$ cat src/rtl/dcache_pkg.sv
// Shared types and address-field helpers for the direct-mapped write-through data cache.
package dcache_pkg;

  typedef enum logic [1:0] {IDLE, REFILL, WRITE} dcache_state_t;

  // Fields are full-width; callers slice off the bits their geometry actually uses.
  typedef struct packed {
    logic [31:0] tag;
    logic [31:0] index;
    logic [31:0] word;
    logic [1:0]  byte_sel;
  } dcache_addr_t;

  function automatic int unsigned off_width(int unsigned words);
    return $clog2(words);
  endfunction

  function automatic int unsigned idx_width(int unsigned lines);
    return $clog2(lines);
  endfunction

  function automatic int unsigned tag_width(int unsigned lines, int unsigned words);
    return 32 - 2 - off_width(words) - idx_width(lines);
  endfunction

  function automatic dcache_addr_t split_addr(logic [31:0] addr, int unsigned off_w,
                                              int unsigned idx_w);
    dcache_addr_t s;
    logic [31:0]  w;
    w          = {2'b00, addr[31:2]};
    s.byte_sel = addr[1:0];
    s.word     = w & ((32'd1 << off_w) - 32'd1);
    w          = w >> off_w;
    s.index    = w & ((32'd1 << idx_w) - 32'd1);
    s.tag      = w >> idx_w;
    return s;
  endfunction

endpackage

$ cat src/rtl/dcache_array.sv
// Valid/tag/data storage: asynchronous read, synchronous per-word write, valid clear and tag set.
module dcache_array
  import dcache_pkg::*;
#(
  parameter int unsigned NUM_LINES      = 16,
  parameter int unsigned WORDS_PER_LINE = 4,
  localparam int unsigned OffW = off_width(WORDS_PER_LINE),
  localparam int unsigned IdxW = idx_width(NUM_LINES),
  localparam int unsigned TagW = tag_width(NUM_LINES, WORDS_PER_LINE)
) (
  input  logic            clk,
  input  logic            rst,
  input  logic [IdxW-1:0] i_rd_index,
  input  logic [OffW-1:0] i_rd_word,
  output logic            o_rd_valid,
  output logic [TagW-1:0] o_rd_tag,
  output logic [31:0]     o_rd_data,
  input  logic            i_wr_en,
  input  logic [IdxW-1:0] i_wr_index,
  input  logic [OffW-1:0] i_wr_word,
  input  logic [31:0]     i_wr_data,
  input  logic            i_valid_clr,
  input  logic            i_tag_set,
  input  logic [IdxW-1:0] i_line_index,
  input  logic [TagW-1:0] i_tag
);

  logic [NUM_LINES-1:0] r_valid;
  logic [TagW-1:0]      r_tag  [NUM_LINES];
  logic [31:0]          r_data [NUM_LINES][WORDS_PER_LINE];

  assign o_rd_valid = r_valid[i_rd_index];
  assign o_rd_tag   = r_tag[i_rd_index];
  assign o_rd_data  = r_data[i_rd_index][i_rd_word];

  always_ff @(posedge clk) begin
    if (rst) begin
      r_valid <= '0;
    end else if (i_tag_set) begin
      r_valid[i_line_index] <= 1'b1;
    end else if (i_valid_clr) begin
      r_valid[i_line_index] <= 1'b0;
    end
  end

  always_ff @(posedge clk) begin
    if (i_tag_set) r_tag[i_line_index] <= i_tag;
    if (i_wr_en) r_data[i_wr_index][i_wr_word] <= i_wr_data;
  end

endmodule

$ cat src/rtl/data_cache.sv
// Direct-mapped, write-through, no-write-allocate data cache between the core and a
// request/ack memory bus. Holds the FSM, refill counter and memory-bus drivers.
module data_cache
  import dcache_pkg::*;
#(
  parameter int unsigned NUM_LINES      = 16,
  parameter int unsigned WORDS_PER_LINE = 4
) (
  input  logic        clk,
  input  logic        rst,
  input  logic [31:0] dCacheAddr,
  input  logic [31:0] dCacheWriteData,
  input  logic        dCacheWriteEn,
  input  logic        dCacheReadEn,
  output logic [31:0] dCacheReadData,
  output logic        dCacheStall,
  output logic [31:0] memAddr,
  output logic        memReadEn,
  output logic        memWriteEn,
  output logic [31:0] memWriteData,
  input  logic [31:0] memReadData,
  input  logic        memAck
);

  localparam int unsigned OffW = off_width(WORDS_PER_LINE);
  localparam int unsigned IdxW = idx_width(NUM_LINES);
  localparam int unsigned TagW = tag_width(NUM_LINES, WORDS_PER_LINE);
  localparam logic [OffW-1:0] LastWord = OffW'(WORDS_PER_LINE - 1);

  dcache_state_t r_state;
  logic [OffW-1:0] r_cnt;
  logic            r_mem_read_en;
  logic            r_mem_write_en;
  logic [31:0]     r_mem_addr;
  logic [31:0]     r_mem_wdata;

  dcache_addr_t    w_core;
  dcache_addr_t    w_mem;
  logic            w_idle;
  logic [IdxW-1:0] w_idx;
  logic [OffW-1:0] w_word;
  logic [TagW-1:0] w_cmp_tag;
  logic [TagW-1:0] w_rd_tag;
  logic [31:0]     w_rd_data;
  logic            w_rd_valid;
  logic            w_hit;
  logic            w_ack;
  logic            w_wr_en;
  logic [31:0]     w_wr_data;
  logic            w_tag_set;
  logic            w_valid_clr;
  logic            w_unused;

  assign w_core = split_addr(dCacheAddr, OffW, IdxW);
  assign w_mem  = split_addr(r_mem_addr, OffW, IdxW);
  assign w_idle = (r_state == IDLE);

  // Outside IDLE the latched memory address names the line being filled or written.
  assign w_idx     = w_idle ? w_core.index[IdxW-1:0] : w_mem.index[IdxW-1:0];
  assign w_word    = w_idle ? w_core.word[OffW-1:0]  : w_mem.word[OffW-1:0];
  assign w_cmp_tag = w_idle ? w_core.tag[TagW-1:0]   : w_mem.tag[TagW-1:0];
  assign w_hit     = w_rd_valid && (w_rd_tag == w_cmp_tag);
  assign w_ack     = memAck && (r_mem_read_en || r_mem_write_en);

  assign w_wr_en     = w_ack && ((r_state == REFILL) || ((r_state == WRITE) && w_hit));
  assign w_wr_data   = (r_state == REFILL) ? memReadData : r_mem_wdata;
  assign w_tag_set   = (r_state == REFILL) && w_ack && (r_cnt == LastWord);
  assign w_valid_clr = w_idle && dCacheReadEn && !dCacheWriteEn && !w_hit;

  assign w_unused = ^{w_core.byte_sel, w_core.tag[31:TagW], w_core.index[31:IdxW],
                      w_core.word[31:OffW], w_mem.byte_sel, w_mem.tag[31:TagW],
                      w_mem.index[31:IdxW], w_mem.word[31:OffW]};

  dcache_array #(
    .NUM_LINES      (NUM_LINES),
    .WORDS_PER_LINE (WORDS_PER_LINE)
  ) u_array (
    .clk          (clk),
    .rst          (rst),
    .i_rd_index   (w_idx),
    .i_rd_word    (w_word),
    .o_rd_valid   (w_rd_valid),
    .o_rd_tag     (w_rd_tag),
    .o_rd_data    (w_rd_data),
    .i_wr_en      (w_wr_en),
    .i_wr_index   (w_mem.index[IdxW-1:0]),
    .i_wr_word    (w_mem.word[OffW-1:0]),
    .i_wr_data    (w_wr_data),
    .i_valid_clr  (w_valid_clr),
    .i_tag_set    (w_tag_set),
    .i_line_index (w_idx),
    .i_tag        (w_mem.tag[TagW-1:0])
  );

  always_ff @(posedge clk) begin
    if (rst) begin
      r_state        <= IDLE;
      r_cnt          <= '0;
      r_mem_read_en  <= 1'b0;
      r_mem_write_en <= 1'b0;
      r_mem_addr     <= '0;
      r_mem_wdata    <= '0;
    end else begin
      unique case (r_state)
        IDLE: begin
          if (dCacheWriteEn) begin
            r_state        <= WRITE;
            r_mem_write_en <= 1'b1;
            r_mem_addr     <= {dCacheAddr[31:2], 2'b00};
            r_mem_wdata    <= dCacheWriteData;
          end else if (dCacheReadEn && !w_hit) begin
            r_state       <= REFILL;
            r_cnt         <= '0;
            r_mem_read_en <= 1'b1;
            r_mem_addr    <= {dCacheAddr[31:2+OffW], {(OffW + 2){1'b0}}};
          end
        end
        REFILL: begin
          if (w_ack) begin
            r_cnt <= r_cnt + OffW'(1);
            if (r_cnt == LastWord) begin
              r_state       <= IDLE;
              r_mem_read_en <= 1'b0;
            end else begin
              r_mem_addr <= {r_mem_addr[31:2+OffW], r_cnt + OffW'(1), 2'b00};
            end
          end
        end
        WRITE: begin
          if (w_ack) begin
            r_state        <= IDLE;
            r_mem_write_en <= 1'b0;
          end
        end
        default: r_state <= IDLE;
      endcase
    end
  end

  // A write releases the core on its ack cycle so the held store is not reissued.
  always_comb begin
    dCacheStall = 1'b1;
    unique case (r_state)
      IDLE:    dCacheStall = dCacheWriteEn || (dCacheReadEn && !w_hit);
      REFILL:  dCacheStall = 1'b1;
      WRITE:   dCacheStall = !w_ack;
      default: dCacheStall = 1'b1;
    endcase
  end

  assign dCacheReadData = (w_idle && dCacheReadEn && !dCacheWriteEn && w_hit) ? w_rd_data : '0;
  assign memAddr        = r_mem_addr;
  assign memReadEn      = r_mem_read_en;
  assign memWriteEn     = r_mem_write_en;
  assign memWriteData   = r_mem_wdata;

endmodule

$ cat config.mk
export PLATFORM = sky130hd
export DESIGN_NAME = data_cache
export DESIGN_NICKNAME = d
export VERILOG_FILES = /design/src/rtl/dcache_pkg.sv /design/src/rtl/dcache_array.sv /design/src/rtl/data_cache.sv
export SDC_FILE = /design/constraint.sdc
export NUM_CORES = 2
export LEC_CHECK = 0
export CAP_MARGIN = 20
export CORE_UTILIZATION = 60
export CTS_CLUSTER_DIAMETER = 150
export DETAILED_ROUTE_END_ITERATION = 8
export GPL_TIMING_DRIVEN = 1
export PLACE_DENSITY = 0.77
export REMOVE_ABC_BUFFERS = 1
export SYNTH_ARGS = -nofsm -noshare
export SYNTH_HDL_FRONTEND = slang
export SYNTH_SLANG_ARGS = --single-unit
$ cat constraint.sdc
create_clock -name clk -period 27.8 [get_ports clk]
set_input_delay 4.17 -clock clk [delete_from_list [all_inputs] [get_ports clk]]
set_output_delay 4.17 -clock clk [all_outputs]
set_load 0.01 [all_outputs]
==> out/metrics.yaml <==
outcome: "finished, final reports clean"
start_util_pct: 60.7
powerDensity_nw_per_um2: 75.8
first_iter_violations: 9921
wl_met2_um: 118000
r2r_cells: 14
synth-xor-area-share_pct: 0.227
grt_overflow: 0
synth_seq_area_share_pct: 80.6
max_freq_mhz: 66.4
drv_cap: 0
fin_nets: 5827
setup_viol: 0
antenna_found_initial: 5
grt_pass1_vias: 54400
dr.pass1.iters: 9
crit_path_top_delay_cell: "nor4_4"
finalHoldViolations: 0
rsz0062_at_grt: "no"
cts_hold_buf: 0
cts_tree: "done"
hpwl_um: 117000
cts.repair.resized: 0
pre_cts_slack_ps: 12760
layout_commonest_cell: "edfxtp_1"
finalClockSkew_ps: 36.0
portBuffers: 195
relSlewSlack_pct: 16.6
avgRoutedWirePerCell_um: 31.9
worst_skew_pair.late_latency_ps: 870
pwr-share-seq_pct: 53.1
layout_common_cells: "edfxtp_1, o22ai_1, o21ai_0"
crit_type: "in -> out"
total_power_w: 0.00798
wl_met1_um: 87900
vdd_drop_max_mv: 0.0684
ys_ff_latch: 2516
worst-path-stages: 14
area_delta_synth_final_pct: 13.6
numCtsBuffers: 225
finalWorstSetupSlack_ps: 12750
cp_max_fo: 182
clockBufferDepth: 3
ys_warn_count: 0
die_w_um: 395
crit_buf_inv: 4
finalCritPeriodShare_pct: 54.1
synth_compound_area_share_pct: 14.3
leakage_nw: 31.5
synth_cells: 5581
synth_top_family_by_area: "compound AO/OA/AOI/OAI gates"
dieArea_um2: 156000
grt_usage_pct: 31.6
critPathCaptureType: "primary output"
synth_mux_area_share_pct: 1.03
worstPathArrival_ps: 10880
vias_per_cell: 7.19
clkTransAtPathRegs_ps: 60
numClockSinks: 2516
post-route-util_pct: 69.0
slowest_delay_ps: 850
drc_errors: 0
route.vias.total: 57200
h-tree-depth: 4
netSwitchingFraction_pct: 24.0
grt_max_degree: 183
antenna_left: 0
num_rows: 143
finalMaxSlewViolations: 0
synth_enable_flop_cells: 2432
ios: 200
routed-wl-met3_um: 33400
synthAdderAreaFrac_pct: 0.0135
clock-root-buffer: "clkbuf_16"
async_reset_ff_share_pct: 0
tns_ps: 0
min_path_type: "reg -> reg"
synth-simple-area-share_pct: 1.89
clkPwrFrac_pct: 37.7
grt_pass1_wl_um: 359000
worst_hold_slack_ps: 469
path_cells: "clkdlybuf4s50_1 -> nand2_1 -> mux2_8 -> buf_12 -> o22ai_1 -> o21ai_0 -> nand4_1 -> xnor2_1 -> nand4_1 -> nor4_4 -> nand3_2 -> buf_16 -> a211oi_1 -> clkdlybuf4s50_1"
place.gp.congestion: 0.841
synth_area_um2: 92700
p_int_w: 0.00607
p_sw_w: 0.00191
fin_crit_ps: 15050
fillers: 9200
startpoint_type: "primary input"
worst_pin_slew_ps: 1250
p_comb_share_pct: 9.3
wl_um: 254000
cpLargestDelayFamily: "simple AND/OR/NAND/NOR gates"
drive_gt1_share_pct: 10.1
synth_cell_types: 58
fp.coreArea_um2: 153000
synth_top_flop_cell: "edfxtp_1"
fp.dieH_um: 395
avgSynthCellArea_um2: 16.6
required_ps: 23630
top_layer: "met5"
cts_setup_buffers: 0
min_path_cells: 2
==> cell type report <==
type	instances	area, µm²	share of cell area [%]
antenna	4	10.0	0.00951
multi-input combinational	2635	17200	16.4
sequential	2516	74700	71.0
timing repair buffer	342	3580	3.40
tap	2030	2540	2.41
clock inverter	140	1180	1.12
clock buffer	282	5960	5.66
inverter	5	18.8	0.0178
==> stage by stage <==
step                cells  instance area, µm²
global placement     7499               97500
CTS                  7922              105000
global route         7953              105000
detailed placement   7500               97500
finish               7954              105000
floorplan            5156               90900
==> synth_stat cells, drive strengths merged (37+ instances only) <==
cell     number  share of area (%)
edfxtp     2432                 79
o22ai      1187                8.0
o21ai       605                3.3
clkbuf      343                1.4
nand2       168               0.68
a21oi       128               0.70
nand4        94               0.63
dfxtp        84                1.8
buf          83               0.49
nor2         67               0.28
a41oi        61               0.58
mux2i        57               0.62
a2111oi      56               0.83
a211oi       37               0.30
==> sequential cells by signal, indices dropped and copies added (netlist names), named ones only <==
register and count:
u_array.r_data 2048, u_array.r_tag 384, memWriteData 32, memAddr 30
r_cnt 2, r_state 2, memReadEn 1, memWriteEn 1
==> worst register-to-register path: stages (launching register included) <==
cell       delay [ps]
dfxtp_1           460
nor2_4            180
buf_4             650
nand3b_1          260
nand2_4           650
buf_4             880
o21ai_0           260
nand4_1           170
xnor2_1           130
nand4_1           270
nor4_4            850
nand3_4           840
buf_4             760
a2111oi_4         470
buf_4             670
==> power groups by stage <==
stage                     Clock, W  Sequential (W)  Combinational (W)
final                      0.00301         0.00423           0.000738
after global routing       0.00315         0.00423           0.000766
after CTS                  0.00301         0.00424           0.000699
after detailed placement         0         0.00432           0.000693
after global placement           0         0.00431           0.000680
after floorplan                  0         0.00431           0.000454
==> kinds of logic (layout without fill, tap and decap cells) <==
| kind of cell | count (synthesis) | after routing |
|---|---|---|
| mux | 91 | 91 |
| buf+inv | 431 | 769 |
| fa+ha+maj | 1 | 1 |
| other cells | 1 | 6 |
| compound gates | 2147 | 2147 |
| simple gates | 370 | 370 |
| flops | 2516 | 2516 |
| xor+xnor | 24 | 24 |
==> final timing paths <==
check                                              startpoint                               to  slack (ps)
worst min register to register  memWriteData[15]$_SDFFE_PP0P_    memWriteData[15]$_SDFFE_PP0P_         470
worst min-delay path            memWriteData[15]$_SDFFE_PP0P_    memWriteData[15]$_SDFFE_PP0P_         470
worst max-delay path                            dCacheAddr[4]                dCacheReadData[0]       12750
worst max register to register        r_state[0]$_SDFFE_PP0P_  u_array.r_data[9][31]$_DFFE_PP_       19870
==> routing by layer <==
| layer | global-route usage, % | up-vias |
|---|---|---|
| met5 | 0 | - |
| met4 | 17.7 | 2 |
| met1 | 42.4 | 28100 |
| met2 | 48.7 | 4737 |
| met3 | 6.69 | 798 |
| li1 | - | 23500 |
Note: power is estimated with default switching activity, not from simulation.
